<file path="config.mk">
export PLATFORM = sky130hd
export DESIGN_NAME = reg_file_sb
export DESIGN_NICKNAME = d
export VERILOG_FILES = /design/src/rtl/reg_file_pkg.sv /design/src/rtl/rf_scoreboard.sv /design/src/rtl/reg_file_sb.sv
export SDC_FILE = /design/constraint.sdc
export NUM_CORES = 2
export LEC_CHECK = 0
export CAP_MARGIN = 15
export CORE_MARGIN = 4
export CORE_UTILIZATION = 30
export CTS_CLUSTER_DIAMETER = 200
export DETAILED_ROUTE_END_ITERATION = 6
export REMOVE_ABC_BUFFERS = 1
export SLEW_MARGIN = 20
export SYNTH_ARGS = -nofsm -noshare
export SYNTH_HDL_FRONTEND = slang
export SYNTH_SLANG_ARGS = --single-unit
export TNS_END_PERCENT = 10
</file>
<file path="constraint.sdc">
create_clock -name clk -period 8 [get_ports clk]
set_input_delay 1.6 -clock clk [delete_from_list [all_inputs] [get_ports clk]]
set_output_delay 1.6 -clock clk [all_outputs]
set_load 0.02 [all_outputs]
</file>
<file path="src/rtl/reg_file_pkg.sv">
// reg_file_pkg: shared types and constants for the reg_file_sb register file.
//   rf_state_t : sequencer state (CLEAR sweep, READY for normal operation)
//   DEF_*      : default register width / address width
//   port_off() : bit offset of a read port's field in a packed bus
package reg_file_pkg;

    typedef enum logic {
        CLEAR = 1'b0,
        READY = 1'b1
    } rf_state_t;

    localparam int DEF_DATA_W = 32;
    localparam int DEF_ADDR_W = 5;

    // Offset of port `port` inside a packed bus of `width`-bit fields.
    function automatic int port_off(input int port, input int width);
        return port * width;
    endfunction

endpackage

</file>
<file path="src/rtl/rf_scoreboard.sv">
// rf_scoreboard: per-register busy bits for hazard detection.
// Ports:
//   clk, rst             clock, asynchronous active-high reset (clears all bits)
//   enable               high when the register file accepts writes/issues
//   set_busy, set_addr   issue of a new producer for set_addr
//   clr0, clr0_addr      write port 0 activity (clears busy)
//   clr1, clr1_addr      write port 1 activity (clears busy)
//   busy                 current busy vector, bit 0 is always 0
module rf_scoreboard
    import reg_file_pkg::*;
#(
    parameter int ADDR_W = DEF_ADDR_W
) (
    input  logic                 clk,
    input  logic                 rst,
    input  logic                 enable,
    input  logic                 set_busy,
    input  logic [ADDR_W-1:0]    set_addr,
    input  logic                 clr0,
    input  logic [ADDR_W-1:0]    clr0_addr,
    input  logic                 clr1,
    input  logic [ADDR_W-1:0]    clr1_addr,
    output logic [2**ADDR_W-1:0] busy
);

    localparam int DEPTH = 2**ADDR_W;

    logic [DEPTH-1:0] busy_reg;
    logic [DEPTH-1:0] busy_next;

    // Register 0 is hardwired to zero, so it can never carry a hazard.
    assign busy_next[0] = 1'b0;

    genvar gi;
    generate
        for (gi = 1; gi < DEPTH; gi++) begin : g_bit
            logic hit_set;
            logic hit_clr;
            assign hit_set = enable && set_busy && (set_addr == ADDR_W'(gi));
            assign hit_clr = enable && ((clr0 && (clr0_addr == ADDR_W'(gi))) ||
                                        (clr1 && (clr1_addr == ADDR_W'(gi))));
            // A newly issued producer outranks a retiring one on the same register.
            assign busy_next[gi] = hit_set | (busy_reg[gi] & ~hit_clr);
        end
    endgenerate

    always_ff @(posedge clk or posedge rst) begin
        if (rst) begin
            busy_reg <= '0;
        end else begin
            busy_reg <= busy_next;
        end
    end

    assign busy = busy_reg;

endmodule

</file>
<file path="src/rtl/reg_file_sb.sv">
// reg_file_sb: parametrised multi-read, dual-write register file with
// same-cycle write bypass, busy scoreboard and a post-reset clear sweep.
// Ports:
//   clk, rst            clock, asynchronous active-high reset
//   init_done           high once every entry has been zeroed
//   ra / rd / rd_busy   NRD packed read ports (combinational, bypassed)
//   we0/wa0/wd0         write port 0 (ALU writeback)
//   we1/wa1/wd1         write port 1 (load return, wins on address clash)
//   set_busy/set_addr   mark a destination register busy at issue
//   dbg_addr/dbg_data   array-only debug read (no bypass)
module reg_file_sb
    import reg_file_pkg::*;
#(
    parameter int DATA_W = DEF_DATA_W,
    parameter int ADDR_W = DEF_ADDR_W,
    parameter int NRD    = 3
) (
    input  logic                  clk,
    input  logic                  rst,
    output logic                  init_done,
    input  logic [NRD*ADDR_W-1:0] ra,
    output logic [NRD*DATA_W-1:0] rd,
    output logic [NRD-1:0]        rd_busy,
    input  logic                  we0,
    input  logic [ADDR_W-1:0]     wa0,
    input  logic [DATA_W-1:0]     wd0,
    input  logic                  we1,
    input  logic [ADDR_W-1:0]     wa1,
    input  logic [DATA_W-1:0]     wd1,
    input  logic                  set_busy,
    input  logic [ADDR_W-1:0]     set_addr,
    input  logic [ADDR_W-1:0]     dbg_addr,
    output logic [DATA_W-1:0]     dbg_data
);

    localparam int DEPTH = 2**ADDR_W;

    rf_state_t         state_reg;
    rf_state_t         state_next;
    logic [ADDR_W-1:0] clr_cnt_reg;
    logic [ADDR_W-1:0] clr_cnt_next;

    logic [DATA_W-1:0] rf [DEPTH];
    logic [DEPTH-1:0]  busy;
    logic              ready;
    logic              wr0_ok;
    logic              wr1_ok;

    // Clear sequencer: state register.
    always_ff @(posedge clk or posedge rst) begin
        if (rst) begin
            state_reg   <= CLEAR;
            clr_cnt_reg <= '0;
        end else begin
            state_reg   <= state_next;
            clr_cnt_reg <= clr_cnt_next;
        end
    end

    // Clear sequencer: next state. One entry is zeroed per cycle.
    always_comb begin
        state_next   = state_reg;
        clr_cnt_next = clr_cnt_reg;
        case (state_reg)
            CLEAR: begin
                clr_cnt_next = clr_cnt_reg + ADDR_W'(1);
                if (clr_cnt_reg == ADDR_W'(DEPTH - 1)) begin
                    state_next = READY;
                end
            end
            READY: begin
                state_next = READY;
            end
        endcase
    end

    assign ready     = (state_reg == READY);
    assign init_done = ready;

    // Port 0 yields to port 1 when both target the same register.
    assign wr1_ok = ready && we1 && (wa1 != '0);
    assign wr0_ok = ready && we0 && (wa0 != '0) && !(we1 && (wa1 == wa0));

    // Storage array: no reset, contents are zeroed by the sweep instead.
    always_ff @(posedge clk) begin
        if (!ready) begin
            rf[clr_cnt_reg] <= '0;
        end else begin
            if (wr0_ok) begin
                rf[wa0] <= wd0;
            end
            if (wr1_ok) begin
                rf[wa1] <= wd1;
            end
        end
    end

    rf_scoreboard #(
        .ADDR_W(ADDR_W)
    ) u_scoreboard (
        .clk       (clk),
        .rst       (rst),
        .enable    (ready),
        .set_busy  (set_busy),
        .set_addr  (set_addr),
        .clr0      (we0),
        .clr0_addr (wa0),
        .clr1      (we1),
        .clr1_addr (wa1),
        .busy      (busy)
    );

    genvar gi;
    generate
        for (gi = 0; gi < NRD; gi++) begin : g_rd
            logic [ADDR_W-1:0] addr;
            logic              hit1;
            logic              hit0;
            logic [DATA_W-1:0] data;

            assign addr = ra[port_off(gi, ADDR_W) +: ADDR_W];
            assign hit1 = we1 && (wa1 == addr);
            assign hit0 = we0 && (wa0 == addr);

            always_comb begin
                data = '0;
                if (ready && (addr != '0)) begin
                    if (hit1) begin
                        data = wd1;
                    end else if (hit0) begin
                        data = wd0;
                    end else begin
                        data = rf[addr];
                    end
                end
            end

            assign rd[port_off(gi, DATA_W) +: DATA_W] = data;
            // A write landing this cycle resolves the hazard without a stall.
            assign rd_busy[gi] = ready && busy[addr] && !(hit1 || hit0);
        end
    endgenerate

    assign dbg_data = (ready && (dbg_addr != '0)) ? rf[dbg_addr] : '0;

endmodule

</file>
==> metrics.csv <==
stage;metric;value;unit
run_status;status;finished clean;
grt;first-pass GRT wire length;499000;µm
critical_path;reg2reg path depth;6;
drt;Via density;6.64;
clock_tree;H-tree levels;3;
critical_path;R2R setup slack;3.59;ns
sta;Final min period;7.28;ns
sta;Hold Slack;0.552;ns
die;Row Count;189;
sta;fin. max-slew vios;0;
synthesis;synth cell count leaders;1048 x nand2_1, 1024 x edfxtp_1, 978 x o21ai_0, 908 x mux4_2, 654 x mux2i_1;
worst_hold_path;Hold/Removal Path Class;reg2reg;
drt;WL/cell;36.2;µm
synthesis;ys async rst share;3.49;%
synthesis;Unique masters post-synth;62;
die;core area;265000;µm²
clock_tree;clock tree buffer depth;3;
place;dpl hpwl;217000;µm
synthesis;cell taking the most area after synthesis;edfxtp_1;
critical_path;crit path launch type;primary input;
die;Die X-Extent;524;µm
clock_tree;Post CTS Setup Buffer Count;0;
die;Ports;236;
drt;Routed Antenna Nets;0;
synthesis;Area contributors post-synth;edfxtp_1 38%, mux4_2 26%, mux2i_1 8.2%, o21ai_0 6.1%, nand2_1 4.9%;
synthesis;synthesized flop and latch total;1061;
clock_tree;Hold Buf Count CTS;0;
synthesis;count leader, synth;nand2_1;
critical_path;CP required;6.40;ns
clock_tree;cts repair resizes;0;
critical_path;Setup crit end;rd[65];
drt;DRC viols;0;
critical_path;Worst R2R Start;init_done$_DFF_PP0_;
synthesis;sequential share of the synthesized area;39.7;%
drt;1st-pass router iterations;6;
critical_path;Critical Setup Path Class;in2out;
cells_and_area;Area growth syn-to-layout;12.6;%
critical_path;crit path from;ra[13];
grt;via count of the first global-routing pass;63600;
sta;fin crit share;91.0;%
drt;Detailed Route WL;364000;µm
synthesis;post-synthesis area per instance;11.9;µm²
sta;fmax;137;MHz
place;pre-CTS setup slack;0.795;ns
synthesis;Synth Instances;6689;
clock_tree;Clk Tree Root Cell;clkbuf_16;
grt;global route overflow;0;
power_and_ir_drop;VDD IR max;0.000196;V
critical_path;Max FO, Critical Path;19;
critical_path;CP endpoint kind;primary output;
sta;worst slew pin tran;1.32;ns
power_and_ir_drop;Leak Pwr;0.0304;µW
power_and_ir_drop;PD cells;164;nW/µm²
clock_tree;clock sinks;1061;
place;IO Port Bufs;235;
critical_path;WP data arrival;5.68;ns
drt;DRT iter0 DRCs;11900;
sta;Slew headroom;10.9;%
grt;GRT Util Overall;25.6;%
sta;TNS Setup;0;ns
synthesis;Post-Syn Area;79900;µm²
run;Max Cap Viol;0;
sta;Hold Violations, Final;0;
clock_tree;CTS Buf Count;115;
cells_and_area;FILL cells;25500;
synthesis;EDFF count, synth;1024;
cells_and_area;max FFs per register;1024;
die;die area;275000;µm²
grt;antenna violations before repair;23;
grt;largest net degree at the start of global routing;106;
place;gpl congestion;0.915;
critical_path;FF-to-FF End;rf[6][6]$_DFFE_PP_;
clock_tree;Skew-Pair Late Insertion Delay;0.78;ns
power_and_ir_drop;Tot Pwr;14800;µW
sta;Final setup viols;0;
synthesis;Synth Warn #;0;
die;Die Ht;524;µm
sta;Clock Skew;0.0394;ns
cells_and_area;final core utilization;33.9;%
cells_and_area;fraction of final layout cells sized beyond drive strength 1;23.7;%
die;Initial Util;30.1;%
clock_tree;clock slew at reported path FFs;0.07;ns
sta;worst setup margin;0.717;ns
synthesis;Top FF cell, synth;edfxtp_1;
clock_tree;CTS tree;yes;
sta;RSZ-0062 raised after global routing;no;
drt;Vias;66700;
cells_and_area;net count reported at finish;6505;
synthesis;Synth top area share;38.5;%
layout by cell type (no fill, tap or decap), drive strengths merged, types with 16 or more instances in the layout:
cell type and count:
nor4 101, nor2 54, mux4 908, clkbuf 133, xor2 20, bufinv 18, o21ai 997, o22ai 81
a21oi 140, clkinv 49, or3b 33, buf 279, mux2i 654, nand2 1048, a22o 214, o21bai 16
a221o 93, xnor2 18, o221ai 130, clkdlybuf4s50 205, nor3 21, inv 44, or3 32, edfxtp 1024
dfrtp 37
final cells by class:
type	instances	area [µm²]	share of cell area, %
diodes	14	35.0	0.0390
clock buffers	132	2980	3.32
clock inverters	82	941	1.05
inverters	41	156	0.174
multi-input cells	4695	44900	50.0
flip-flops and latches	1061	31700	35.2
well taps	3533	4420	4.92
repair buffers	485	4750	5.29
cells by family after synthesis:
| kind of cell | synth area share (%) |
|---|---|
| AOI/OAI and AO/OA | 13.3 |
| adders and majority gates | 0.0313 |
| muxes | 34.0 |
| buffers and inverters | 5.23 |
| xor gates and xnor gates | 0.417 |
| DFF | 39.7 |
| and+or+nand+nor | 7.37 |
how the worst min path moves through the flow:
| stage | startpoint | to | slack (ns) | depth (start not counted) |
|---|---|---|---|---|
| 4_1_cts | u_scoreboard.busy[10]$_DFF_PP0_ | u_scoreboard.busy[10]$_DFF_PP0_ | 0.55 | 1 |
| 3_3_place_gp | u_scoreboard.busy[29]$_DFF_PP0_ | u_scoreboard.busy[29]$_DFF_PP0_ | 0.51 | 1 |
| 6_report | u_scoreboard.busy[10]$_DFF_PP0_ | u_scoreboard.busy[10]$_DFF_PP0_ | 0.55 | 1 |
| 5_1_grt | u_scoreboard.busy[10]$_DFF_PP0_ | u_scoreboard.busy[10]$_DFF_PP0_ | 0.56 | 1 |
| 2_1_floorplan | clr_cnt_reg[0]$_DFFE_PP0N_ | clr_cnt_reg[0]$_DFFE_PP0N_ | 0.48 | 1 |
| 3_5_place_dp | u_scoreboard.busy[22]$_DFF_PP0_ | u_scoreboard.busy[22]$_DFF_PP0_ | 0.53 | 1 |
power breakdown:
group / internal [µW] / switching, µW
clock network: 3260 / 2490
logic: 1070 / 1770
registers: 6160 / 35.7
critical path, cell delays in order:
cell and delay (ns):
clkdlybuf4s50_1 0.88, xor2_1 0.16, nor4_1 0.41, and3_2 1.08, buf_4 0.46, nor4_1 0.21, a221o_1 0.30, clkdlybuf4s50_1 0.55
stage by stage:
step                      area, µm²  cells
after global routing          89900  10000
after global placement        85700   9807
final                         89900  10000
after CTS                     89800  10000
after floorplan               75900   5797
after detailed placement      85800   9810
metal layers:
layer  routed length [µm]  GRT usage (%)  vias up
met5                  287              0        -
met4                26300           16.1       12
met3                57200           9.60     1453
met2               154000           37.1     6246
met1               126000           32.1    33000
li1                     -              -    26100
Note: power is estimated with default switching activity, not from simulation.
